## src/rtl/ofdm_pkg.sv

```systemverilog
// Shared constants, state encoding and helpers for the OFDM pixel/symbol kernels.
package ofdm_pkg;

  localparam int SYM_BITS_DEF = 2;
  localparam int PIX_BITS_DEF = 8;

  typedef enum logic [1:0] {
    ST_IDLE  = 2'd0,
    ST_RUN   = 2'd1,
    ST_DRAIN = 2'd2,
    ST_DONE  = 2'd3
  } state_e;

  // Symbols carried by one pixel.
  function automatic int calc_spp(input int pix_bits, input int sym_bits);
    return pix_bits / sym_bits;
  endfunction

endpackage

```

## src/rtl/sym_packer.sv

```systemverilog
// Symbol accumulator: shifts symbols in MSB-first and produces the pixel,
// zero-padded at the LSBs when the pixel is cut short by a flush.
module sym_packer
  import ofdm_pkg::*;
#(
  parameter int SYM_BITS = SYM_BITS_DEF,
  parameter int PIX_BITS = PIX_BITS_DEF
) (
  input  logic                i_clk,
  input  logic                i_rst_n,
  input  logic                i_clear,
  input  logic                i_shift,
  input  logic                i_flush,
  input  logic [SYM_BITS-1:0] i_sym,
  output logic [PIX_BITS-1:0] o_pixel,
  output logic                o_complete
);

  localparam int SPP = calc_spp(PIX_BITS, SYM_BITS);
  localparam int CNT_W = $clog2(SPP + 1);
  localparam logic [CNT_W-1:0] CNT_MAX = CNT_W'(SPP - 1);

  logic [PIX_BITS-1:0] r_acc;
  logic [PIX_BITS-1:0] w_acc_next;
  logic [CNT_W-1:0]    r_sym_cnt;
  logic [CNT_W-1:0]    w_pad;

  // Next accumulator value and padded pixel; w_pad counts the missing symbols.
  always_comb begin
    w_acc_next = (r_acc << SYM_BITS) | PIX_BITS'(i_sym);
    w_pad      = CNT_MAX - r_sym_cnt;
    o_pixel    = w_acc_next << (SYM_BITS * int'(w_pad));
    o_complete = i_shift && ((r_sym_cnt == CNT_MAX) || i_flush);
  end

  // Shift register and symbol counter.
  always_ff @(posedge i_clk or negedge i_rst_n) begin
    if (!i_rst_n) begin
      r_acc     <= '0;
      r_sym_cnt <= '0;
    end else if (i_clear || o_complete) begin
      r_acc     <= '0;
      r_sym_cnt <= '0;
    end else if (i_shift) begin
      r_acc     <= w_acc_next;
      r_sym_cnt <= r_sym_cnt + CNT_W'(1);
    end else begin
      r_acc     <= r_acc;
      r_sym_cnt <= r_sym_cnt;
    end
  end

endmodule

```

## src/rtl/symbol_to_pixl.sv

```systemverilog
// Receive-side symbol-to-pixel packer with ap_ctrl start/done/idle handshake
// and stream blocking flags for the deadlock monitor.
module symbol_to_pixl
  import ofdm_pkg::*;
#(
  parameter int SYM_BITS = SYM_BITS_DEF,
  parameter int PIX_BITS = PIX_BITS_DEF,
  parameter int LEN_W    = 16
) (
  input  logic                ap_clk,
  input  logic                ap_rst_n,
  input  logic                ap_start,
  output logic                ap_done,
  output logic                ap_idle,
  input  logic [LEN_W-1:0]    frame_len,
  input  logic [7:0]          data_in_TDATA,
  input  logic                data_in_TVALID,
  output logic                data_in_TREADY,
  input  logic                data_in_TLAST,
  output logic [PIX_BITS-1:0] data_out_TDATA,
  output logic                data_out_TVALID,
  input  logic                data_out_TREADY,
  output logic                data_out_TLAST,
  output logic                data_in_TDATA_blk_n,
  output logic                data_out_TDATA_blk_n,
  output logic                len_err
);

  state_e              r_state;
  state_e              w_state_next;
  logic [LEN_W-1:0]    r_len;
  logic [LEN_W-1:0]    r_pix_cnt;
  logic                r_len_err;
  logic                r_done;
  logic                r_idle;
  logic [PIX_BITS-1:0] r_out_data;
  logic                r_out_valid;
  logic                r_out_last;

  logic                w_in_ready;
  logic                w_in_hs;
  logic                w_out_hs;
  logic                w_last_pix;
  logic                w_end;
  logic                w_clear;
  logic                w_complete;
  logic [PIX_BITS-1:0] w_pixel;
  logic                w_unused_tdata;

  assign w_unused_tdata = ^data_in_TDATA;

  // Stream handshakes and frame-boundary decode.
  always_comb begin
    w_in_ready = (r_state == ST_RUN) && (!r_out_valid || data_out_TREADY);
    w_in_hs    = w_in_ready && data_in_TVALID;
    w_out_hs   = r_out_valid && data_out_TREADY;
    w_last_pix = (r_pix_cnt == (r_len - LEN_W'(1)));
    w_end      = w_complete && (w_last_pix || data_in_TLAST);
    w_clear    = (r_state == ST_IDLE) && ap_start;
  end

  sym_packer #(
    .SYM_BITS(SYM_BITS),
    .PIX_BITS(PIX_BITS)
  ) u_packer (
    .i_clk      (ap_clk),
    .i_rst_n    (ap_rst_n),
    .i_clear    (w_clear),
    .i_shift    (w_in_hs),
    .i_flush    (data_in_TLAST),
    .i_sym      (data_in_TDATA[SYM_BITS-1:0]),
    .o_pixel    (w_pixel),
    .o_complete (w_complete)
  );

  // Frame control next-state decode.
  always_comb begin
    w_state_next = r_state;
    case (r_state)
      ST_IDLE: begin
        if (ap_start) begin
          w_state_next = (frame_len == '0) ? ST_DONE : ST_RUN;
        end else begin
          w_state_next = ST_IDLE;
        end
      end
      ST_RUN: begin
        if (w_end) begin
          w_state_next = ST_DRAIN;
        end else begin
          w_state_next = ST_RUN;
        end
      end
      ST_DRAIN: begin
        if (w_out_hs) begin
          w_state_next = ST_DONE;
        end else begin
          w_state_next = ST_DRAIN;
        end
      end
      ST_DONE: w_state_next = ST_IDLE;
      default: w_state_next = ST_IDLE;
    endcase
  end

  // State register with registered idle/done flags.
  always_ff @(posedge ap_clk or negedge ap_rst_n) begin
    if (!ap_rst_n) begin
      r_state <= ST_IDLE;
      r_done  <= 1'b0;
      r_idle  <= 1'b1;
    end else begin
      r_state <= w_state_next;
      r_done  <= (w_state_next == ST_DONE);
      r_idle  <= (w_state_next == ST_IDLE);
    end
  end

  // Frame context; TLAST and the final pixel must coincide, otherwise len_err.
  always_ff @(posedge ap_clk or negedge ap_rst_n) begin
    if (!ap_rst_n) begin
      r_len     <= '0;
      r_pix_cnt <= '0;
      r_len_err <= 1'b0;
    end else if (w_clear) begin
      r_len     <= frame_len;
      r_pix_cnt <= '0;
      r_len_err <= 1'b0;
    end else if (w_complete) begin
      r_pix_cnt <= r_pix_cnt + LEN_W'(1);
      r_len_err <= r_len_err | (data_in_TLAST ^ w_last_pix);
    end else begin
      r_pix_cnt <= r_pix_cnt;
      r_len_err <= r_len_err;
    end
  end

  // Output register: a new pixel wins over a same-cycle drain.
  always_ff @(posedge ap_clk or negedge ap_rst_n) begin
    if (!ap_rst_n) begin
      r_out_data  <= '0;
      r_out_valid <= 1'b0;
      r_out_last  <= 1'b0;
    end else if (w_complete) begin
      r_out_data  <= w_pixel;
      r_out_valid <= 1'b1;
      r_out_last  <= w_last_pix || data_in_TLAST;
    end else if (w_out_hs) begin
      r_out_valid <= 1'b0;
      r_out_last  <= 1'b0;
    end else begin
      r_out_valid <= r_out_valid;
      r_out_last  <= r_out_last;
    end
  end

  assign ap_done              = r_done;
  assign ap_idle              = r_idle;
  assign len_err              = r_len_err;
  assign data_in_TREADY       = w_in_ready;
  assign data_out_TDATA       = r_out_data;
  assign data_out_TVALID      = r_out_valid;
  assign data_out_TLAST       = r_out_last;
  assign data_in_TDATA_blk_n  = !(w_in_ready && !data_in_TVALID);
  assign data_out_TDATA_blk_n = !(r_out_valid && !data_out_TREADY);

endmodule

```

## config.mk

```make
export PLATFORM = sky130hd
export DESIGN_NAME = symbol_to_pixl
export DESIGN_NICKNAME = d
export VERILOG_FILES = /design/src/rtl/ofdm_pkg.sv /design/src/rtl/sym_packer.sv /design/src/rtl/symbol_to_pixl.sv
export SDC_FILE = /design/constraint.sdc
export NUM_CORES = 1
export LEC_CHECK = 0
export CAP_MARGIN = 10
export CORE_MARGIN = 3
export CORE_UTILIZATION = 49
export DETAILED_ROUTE_END_ITERATION = 7
export GPL_TIMING_DRIVEN = 0
export HOLD_SLACK_MARGIN = 0.15
export PLACE_DENSITY = 0.79
export SLEW_MARGIN = 20
export SYNTH_ARGS = -nofsm -noshare
export SYNTH_HDL_FRONTEND = slang
export SYNTH_HIERARCHICAL = 1
export SYNTH_SLANG_ARGS = --single-unit
```

## constraint.sdc

```tcl
create_clock -name ap_clk -period 2.7 [get_ports ap_clk]
set_input_delay 0.675 -clock ap_clk [delete_from_list [all_inputs] [get_ports ap_clk]]
set_output_delay 0.675 -clock ap_clk [all_outputs]
set_load 0.005 [all_outputs]
```

==> impl_metrics.yaml, run 1 <==
outcome:
  outcome: "complete, but fails checks"
  violations: "setup timing"
timing:
  setup_viol: 5
  tightestPinTransition_ns: 0.727
  relSlewSlack_pct: 51.5
  setup_slack_ns: -0.247
  finalHoldViolations: 0
  fmax_mhz: 339
  drv_slew: 0
  clock_skew_ns: 0.00744
  fin_tns_setup_ns: -0.704
  holdWs_ns: 0.415
  grt_setup_unrepaired: "true"
  min_period_ns: 2.95
  period_share_pct: 109
die:
  start_util_pct: 51.7
  die-area_um2: 7390
  coreArea_um2: 6060
  rows: 28
  fp.dieW_um: 86.0
  die-height_um: 86.0
  boundaryPins: 46
placed_design:
  dpl.cell_count: 418
  dp_hpwl_mm: 4.90
  gp_congestion: 0.844
  place_ws_ns: -0.946
  io_buffers: 39
hold_path:
  hold_class: "in -> async"
cells_and_area:
  seqCellArea_um2: 1410
  nets: 394
  multiInputGateArea_um2: 1810
  diodes: 0
  fillCellCount: 460
  drive_above_1_share_pct: 23.8
  stdcell_count: 436
  synthToLayoutAreaGrowth_pct: 27.0
clocking:
  cts_tree: "done"
  clock_path_buffers: 2
  clk_pin_slew_ns: 0.10
  worstSkewPairLatency_ns: 0.31
  cts.htree.levels: 2
  clock-sinks: 56
  numCtsBuffers: 5
  cts_root_buffer: "clkbuf_8"
worst_setup_path:
  crit_type: "reg -> reg"
  endpoint_kind: "flop"
  crit_path_max_fanout: 5
  crit_path_start_kind: "flop"
  r2r-end: "ap_done$_DFF_PN0_"
  worstPathRequired_ns: 2.90
  r2r-start: "r_len[5]$_DFFE_PN0P_"
  rrSetupSlack_ns: -0.25
  crit_arrival_ns: 3.15
  reg2reg_depth: 11
drt:
  totalWireLength_mm: 7.17
  num_vias: 2475
  ant_nets: 0
  drtIter0Drc: 141
  drc: 0
  wl_per_cell_um: 16.4
  first_pass_iters: 4
  via_per_inst: 5.68
grt:
  grt-ovfl-total: 0
  grt_max_degree: 57
  first_global_vias: 2408
  grt_pass1_wl_mm: 11.9
  grt_usage_pct: 20.4
  antenna_found_initial: 0
logic_synthesis:
  ys_seq_elements: 56
  yosysTopAreaCellShare_pct: 43.9
  yosysUniqueCellTypes: 54
  synth.avg_cell_area_um2: 10.3
  synth_edf_count: 0
  netlist_area_um2: 3130
  yosysTopAreaCell: "dfrtp_1"
  synth_warnings: 6
  async_reset_ff_share_pct: 100
  synth_cells: 304
  synth_flop_cell: "dfrtp_1"
  yosysMostFrequentCell: "dfrtp_1"
  synth_nets: 338
  synth_area_leaders: "dfrtp_1, mux2_2, xnor2_1"
  synth_common_cells: "dfrtp_1, nor2_1, mux2_2, nand2_1, xnor2_1"
  yosysSeqAreaShare_pct: 44.8
pwr:
  ir_drop_mv: 0.507
  power_density_nw_per_um2: 906
  power_w: 0.00360
  p_leak_nw: 1.65
job:
  maxCapViolations: 0
[registers in the layout, indices dropped and copies added, names as in the netlist]
signal and count:
u_packer/r_acc 6, r_state 2, ap_idle 1, data_out_TVALID 1
data_out_TDATA 8, len_err 1, data_out_TLAST 1, u_packer/r_sym_cnt 3
r_len 16, r_pix_cnt 16, ap_done 1
[routing by layer]
layer	GRT usage (%)	share of wire (%)
met3	4.42	5.1
met1	28.1	48
met4	5.18	0.91
met2	32.8	46
met5	0	0
[power by group]
group          switching (W)  total, W  leakage (nW)  internal [W]
registers           0.000269   0.00136         0.725       0.00109
logic               0.000790   0.00169         0.871      0.000903
clock network       0.000273  0.000549        0.0552      0.000276
total                0.00133   0.00360          1.65       0.00227
[cells by family after synthesis]
family                     after synthesis  synth area share (%)
and+or+nand+nor                        120                  21.3
DFF                                     56                  44.8
AOI/OAI and AO/OA                       43                  10.2
xor gates and xnor gates                32                  8.94
muxes                                   29                  10.2
buffers and inverters                   20                  3.03
adders and majority gates                4                  1.60
[worst max-delay path by stage]
stage	depth (start not counted)	slack (ns)	start	endpoint
5_1_grt	11	-0.32	r_len[5]$_DFFE_PN0P_	ap_done$_DFF_PN0_
3_5_place_dp	7	-0.95	ap_start	u_packer/r_acc[4]$_DFFE_PN0P_
4_1_cts	11	-0.24	r_len[3]$_DFFE_PN0P_	ap_done$_DFF_PN0_
3_3_place_gp	7	-0.87	ap_start	u_packer/r_acc[3]$_DFFE_PN0P_
2_1_floorplan	13	-0.07	r_len[3]$_DFFE_PN0P_	ap_done$_DFF_PN0_
6_report	11	-0.25	r_len[5]$_DFFE_PN0P_	ap_done$_DFF_PN0_
[critical path, cell delays in order, from the launching register on]
cell and delay (ns):
dfrtp_1 0.44, or4_4 0.63, or2_4 0.29, nor4b_4 0.26, nor3_2 0.09, nor4_4 0.25
o211ai_1 0.17, ha_2 0.20, nand2b_4 0.17, nand2_4 0.07, o221ai_4 0.11, and2_4 0.17
[cell usage in the layout (no fill, tap or decap), types with 4 or more instances in the layout]
cell             Yosys  routed
inv_1                7       7
a21oi_1              8       7
mux2i_1              5       5
mux2_2              24      24
nor2_1              33      30
buf_4                1      15
nand2_1             20      19
xor2_1              14      14
nor3_1               5       4
clkbuf_8             0       5
o21ai_0              9       9
a211oi_1             4       4
clkdlybuf4s50_1      0      38
nor4_1               5       4
dfrtp_1             55      51
nand3_1             11      10
clkbuf_1             7       5
nand2b_1             9       7
xnor2_1             18      18
a22o_1               7       7
dfrtp_2              0       4
nand4_1              4       4
[metrics by stage]
step | area [um2] | utilization [%]
after floorplan | 3180 | -
after global placement | 3660 | 60.4
after detailed placement | 3660 | 60.3
after CTS | 3860 | 63.8
after global routing | 3980 | 65.7
final | 3980 | 65.7
[area by class of cell]
cell class	count	area share [%]
Tap cell	75	2.36
Timing Repair Buffer	53	12.4
Clock buffer	6	1.82
Clock inverter	2	0.880
Inverter	7	0.660
Multi-Input combinational cell	228	45.4
Buffer	9	1.16
Sequential cell	56	35.4
[what timing repair did]
item,CTS,global route
hold endpoints to repair,0,0
endpoints found under the setup margin,35,23
pin swaps,10,16
setup buffers,7,7
resized for setup,18,21
hold buffers,0,0
(Power assumes the default switching activity.)
==> run 2, diff against run 1 <==
Settings changed: CORE_UTILIZATION 49 to 54, PLACE_DENSITY 0.79 to 0.82.
Clock period 2.7 ns to 3.3 ns, I/O delays scaled along.
==> run 2 against run 1 <==
Sequential power down 18%. Combinational power is 28% lower. Sequential share of layout area increased by 1.8 points. Clock skew increased by 0.0017 ns. Cell count decreased by 2.8%. The run now ends clean. Clock power is 28% lower. Via count increased by 0.12%. Register-to-register slack improved by 0.42 ns. Critical endpoint is now r_pix_cnt[13]$_DFFE_PN0P_. Routed wire length is 1.0% lower. Largest cell class unchanged. Setup slack better by 0.40 ns. Hold slack improved by 0.11 ns.
==> impl_metrics.yaml, run 2 (synthesized netlist as in run 1, its figures left out) <==
worst_setup_path:
  cp_cell_sequence: "clkdlybuf4s50_1 -> nand2b_1 -> nor2b_2 -> and2_2 -> o21a_2 -> nand4_1 -> or2_2 -> nor2_2 -> nand3_1 -> xor2_1 -> nor2_1"
  crit_slowest_cell: "clkdlybuf4s50_1"
  crit_end: "r_pix_cnt[13]$_DFFE_PN0P_"
  crit_type: "in -> reg"
  endpoint_kind: "flop"
  rrSetupSlack_ns: 0.17
  max_stage_delay_ns: 0.47
  r2r-start: "r_len[2]$_DFFE_PN0P_"
  r2r-end: "ap_done$_DFF_PN0_"
  crit_start: "data_out_TREADY"
  crit_path_start_kind: "input pin"
  cpLargestDelayFamily: "simple AND/OR/NAND/NOR gates"
  worstPathRequired_ns: 3.51
  cp.depth: 11
  reg2reg_depth: 12
  crit_arrival_ns: 3.35
  worst-path-buf-inv: 1
  crit_path_max_fanout: 8
pwr:
  ir_drop_mv: 0.428
  p_leak_nw: 1.56
  power_density_nw_per_um2: 718
grt:
  grt_usage_pct: 22.7
  grt_max_degree: 57
  first_global_vias: 2449
  grt_pass1_wl_mm: 11.5
  grt-ovfl-total: 0
  antenna_found_initial: 0
timing:
  period_share_pct: 95.2
  setup_viol: 0
  relSlewSlack_pct: 52.8
  min_period_ns: 3.14
  tightestPinTransition_ns: 0.708
  grt_setup_unrepaired: "false"
  finalHoldViolations: 0
  drv_slew: 0
  fin_tns_setup_ns: 0
  fmax_mhz: 318
  clock_skew_ns: 0.00916
clocking:
  clock-sinks: 56
  cts_root_buffer: "clkbuf_8"
  cts_tree: "done"
  clk_pin_slew_ns: 0.11
  ctsHoldBuffers: 0
  clock_path_buffers: 2
  worstSkewPairLatency_ns: 0.32
  numCtsBuffers: 5
  cts.htree.levels: 2
hold_path:
  hold_class: "reg -> reg"
cells_and_area:
  fin_area_um2: 3780
  drive_above_1_share_pct: 18.5
  final_util_pct: 67.8
  final_cell_mix: "dfrtp_1, clkdlybuf4s50_1, nor2_1, mux2_2, nand2_1"
  fillCellCount: 421
  final_common_cell: "dfrtp_1"
  seqCellArea_um2: 1410
  multiInputGateArea_um2: 1690
  diodes: 0
  nets: 385
  synthToLayoutAreaGrowth_pct: 20.5
placed_design:
  io_buffers: 39
  placed_area_um2: 3610
  gp_congestion: 0.859
  dp_hpwl_mm: 5.02
die:
  rows: 27
  boundaryPins: 46
  fp.dieW_um: 82.2
  coreArea_um2: 5570
  die-area_um2: 6750
  start_util_pct: 56.2
  die-height_um: 82.2
drt:
  drc: 0
  num_vias: 2478
  wl_per_cell_um: 16.7
  drtIter0Drc: 181
  totalWireLength_mm: 7.09
  via_per_inst: 5.84
  first_pass_iters: 4
  ant_nets: 0
outcome:
  outcome: "finished, final reports clean"
job:
  maxCapViolations: 0
[run 2: worst min-delay path by stage]
stage | startpoint | endpoint | slack [ns] | cells past startpoint
after CTS | data_out_TDATA[1]$_DFFE_PN0P_ | data_out_TDATA[1]$_DFFE_PN0P_ | 0.52 | 1
after floorplan | u_packer/r_acc[4]$_DFFE_PN0P_ | u_packer/r_acc[4]$_DFFE_PN0P_ | 0.47 | 1
final | data_out_TDATA[0]$_DFFE_PN0P_ | data_out_TDATA[0]$_DFFE_PN0P_ | 0.52 | 1
after global routing | data_out_TDATA[1]$_DFFE_PN0P_ | data_out_TDATA[1]$_DFFE_PN0P_ | 0.54 | 1
after detailed placement | len_err$_DFFE_PN0P_ | len_err$_DFFE_PN0P_ | 0.50 | 2
after global placement | len_err$_DFFE_PN0P_ | len_err$_DFFE_PN0P_ | 0.48 | 2
[run 2: metal layers]
layer	share of wire [%]	track usage (%)	routed length [um]
met1	44	28.9	3150
met3	5.3	7.16	373
met5	0	0	0
met2	48	35.6	3410
met4	2.2	9.47	158
[run 2: layout make-up]
type / count / share of cell area [%]
multi-input combinational: 228 / 44.8
sequential: 56 / 37.2
timing repair buffer: 41 / 10.7
tap: 72 / 2.38
clock buffer: 5 / 1.82
buffer: 12 / 1.79
inverter: 7 / 0.696
clock inverter: 3 / 0.629
[run 2: stage by stage]
| step | setup slack, ns | instances | hold WS (ns) | power (W) |
|---|---|---|---|---|
| 2_1_floorplan | 0.412 | 304 | 0.467 | 0.00186 |
| 5_1_grt | 0.0283 | 424 | 0.544 | 0.00289 |
| 3_5_place_dp | -0.584 | 415 | 0.498 | 0.00226 |
| 4_1_cts | -0.00938 | 422 | 0.523 | 0.00266 |
| 6_report | 0.158 | 424 | 0.520 | 0.00271 |
| 3_3_place_gp | -0.461 | 415 | 0.482 | 0.00221 |
[run 2: where the power goes]
part / total [W] / leakage, nW / switching [W] / internal (W)
combinational: 0.00121 / 0.788 / 0.000576 / 0.000629
sequential: 0.00111 / 0.727 / 0.000222 / 0.000891
clock: 0.000393 / 0.0404 / 0.000242 / 0.000151
[run 2: worst register-to-register path, cell delays in order, from the launching register on]
cell       delay (ns)
dfrtp_2          0.46
or3_1            0.31
buf_4            0.17
or3_1            0.41
a2111oi_4        0.37
nor3_2           0.09
nor4_2           0.33
o211ai_1         0.18
ha_2             0.20
nand2b_4         0.15
nand2_1          0.09
o221ai_2         0.12
and2_1           0.16
[run 2: timing repair]
action / CTS / global route
gates cloned: 0 / 0
gates resized for setup: 2 / 15
pin swaps: 0 / 5
setup buffers: 0 / 2
endpoints found under the setup margin: 12 / 14
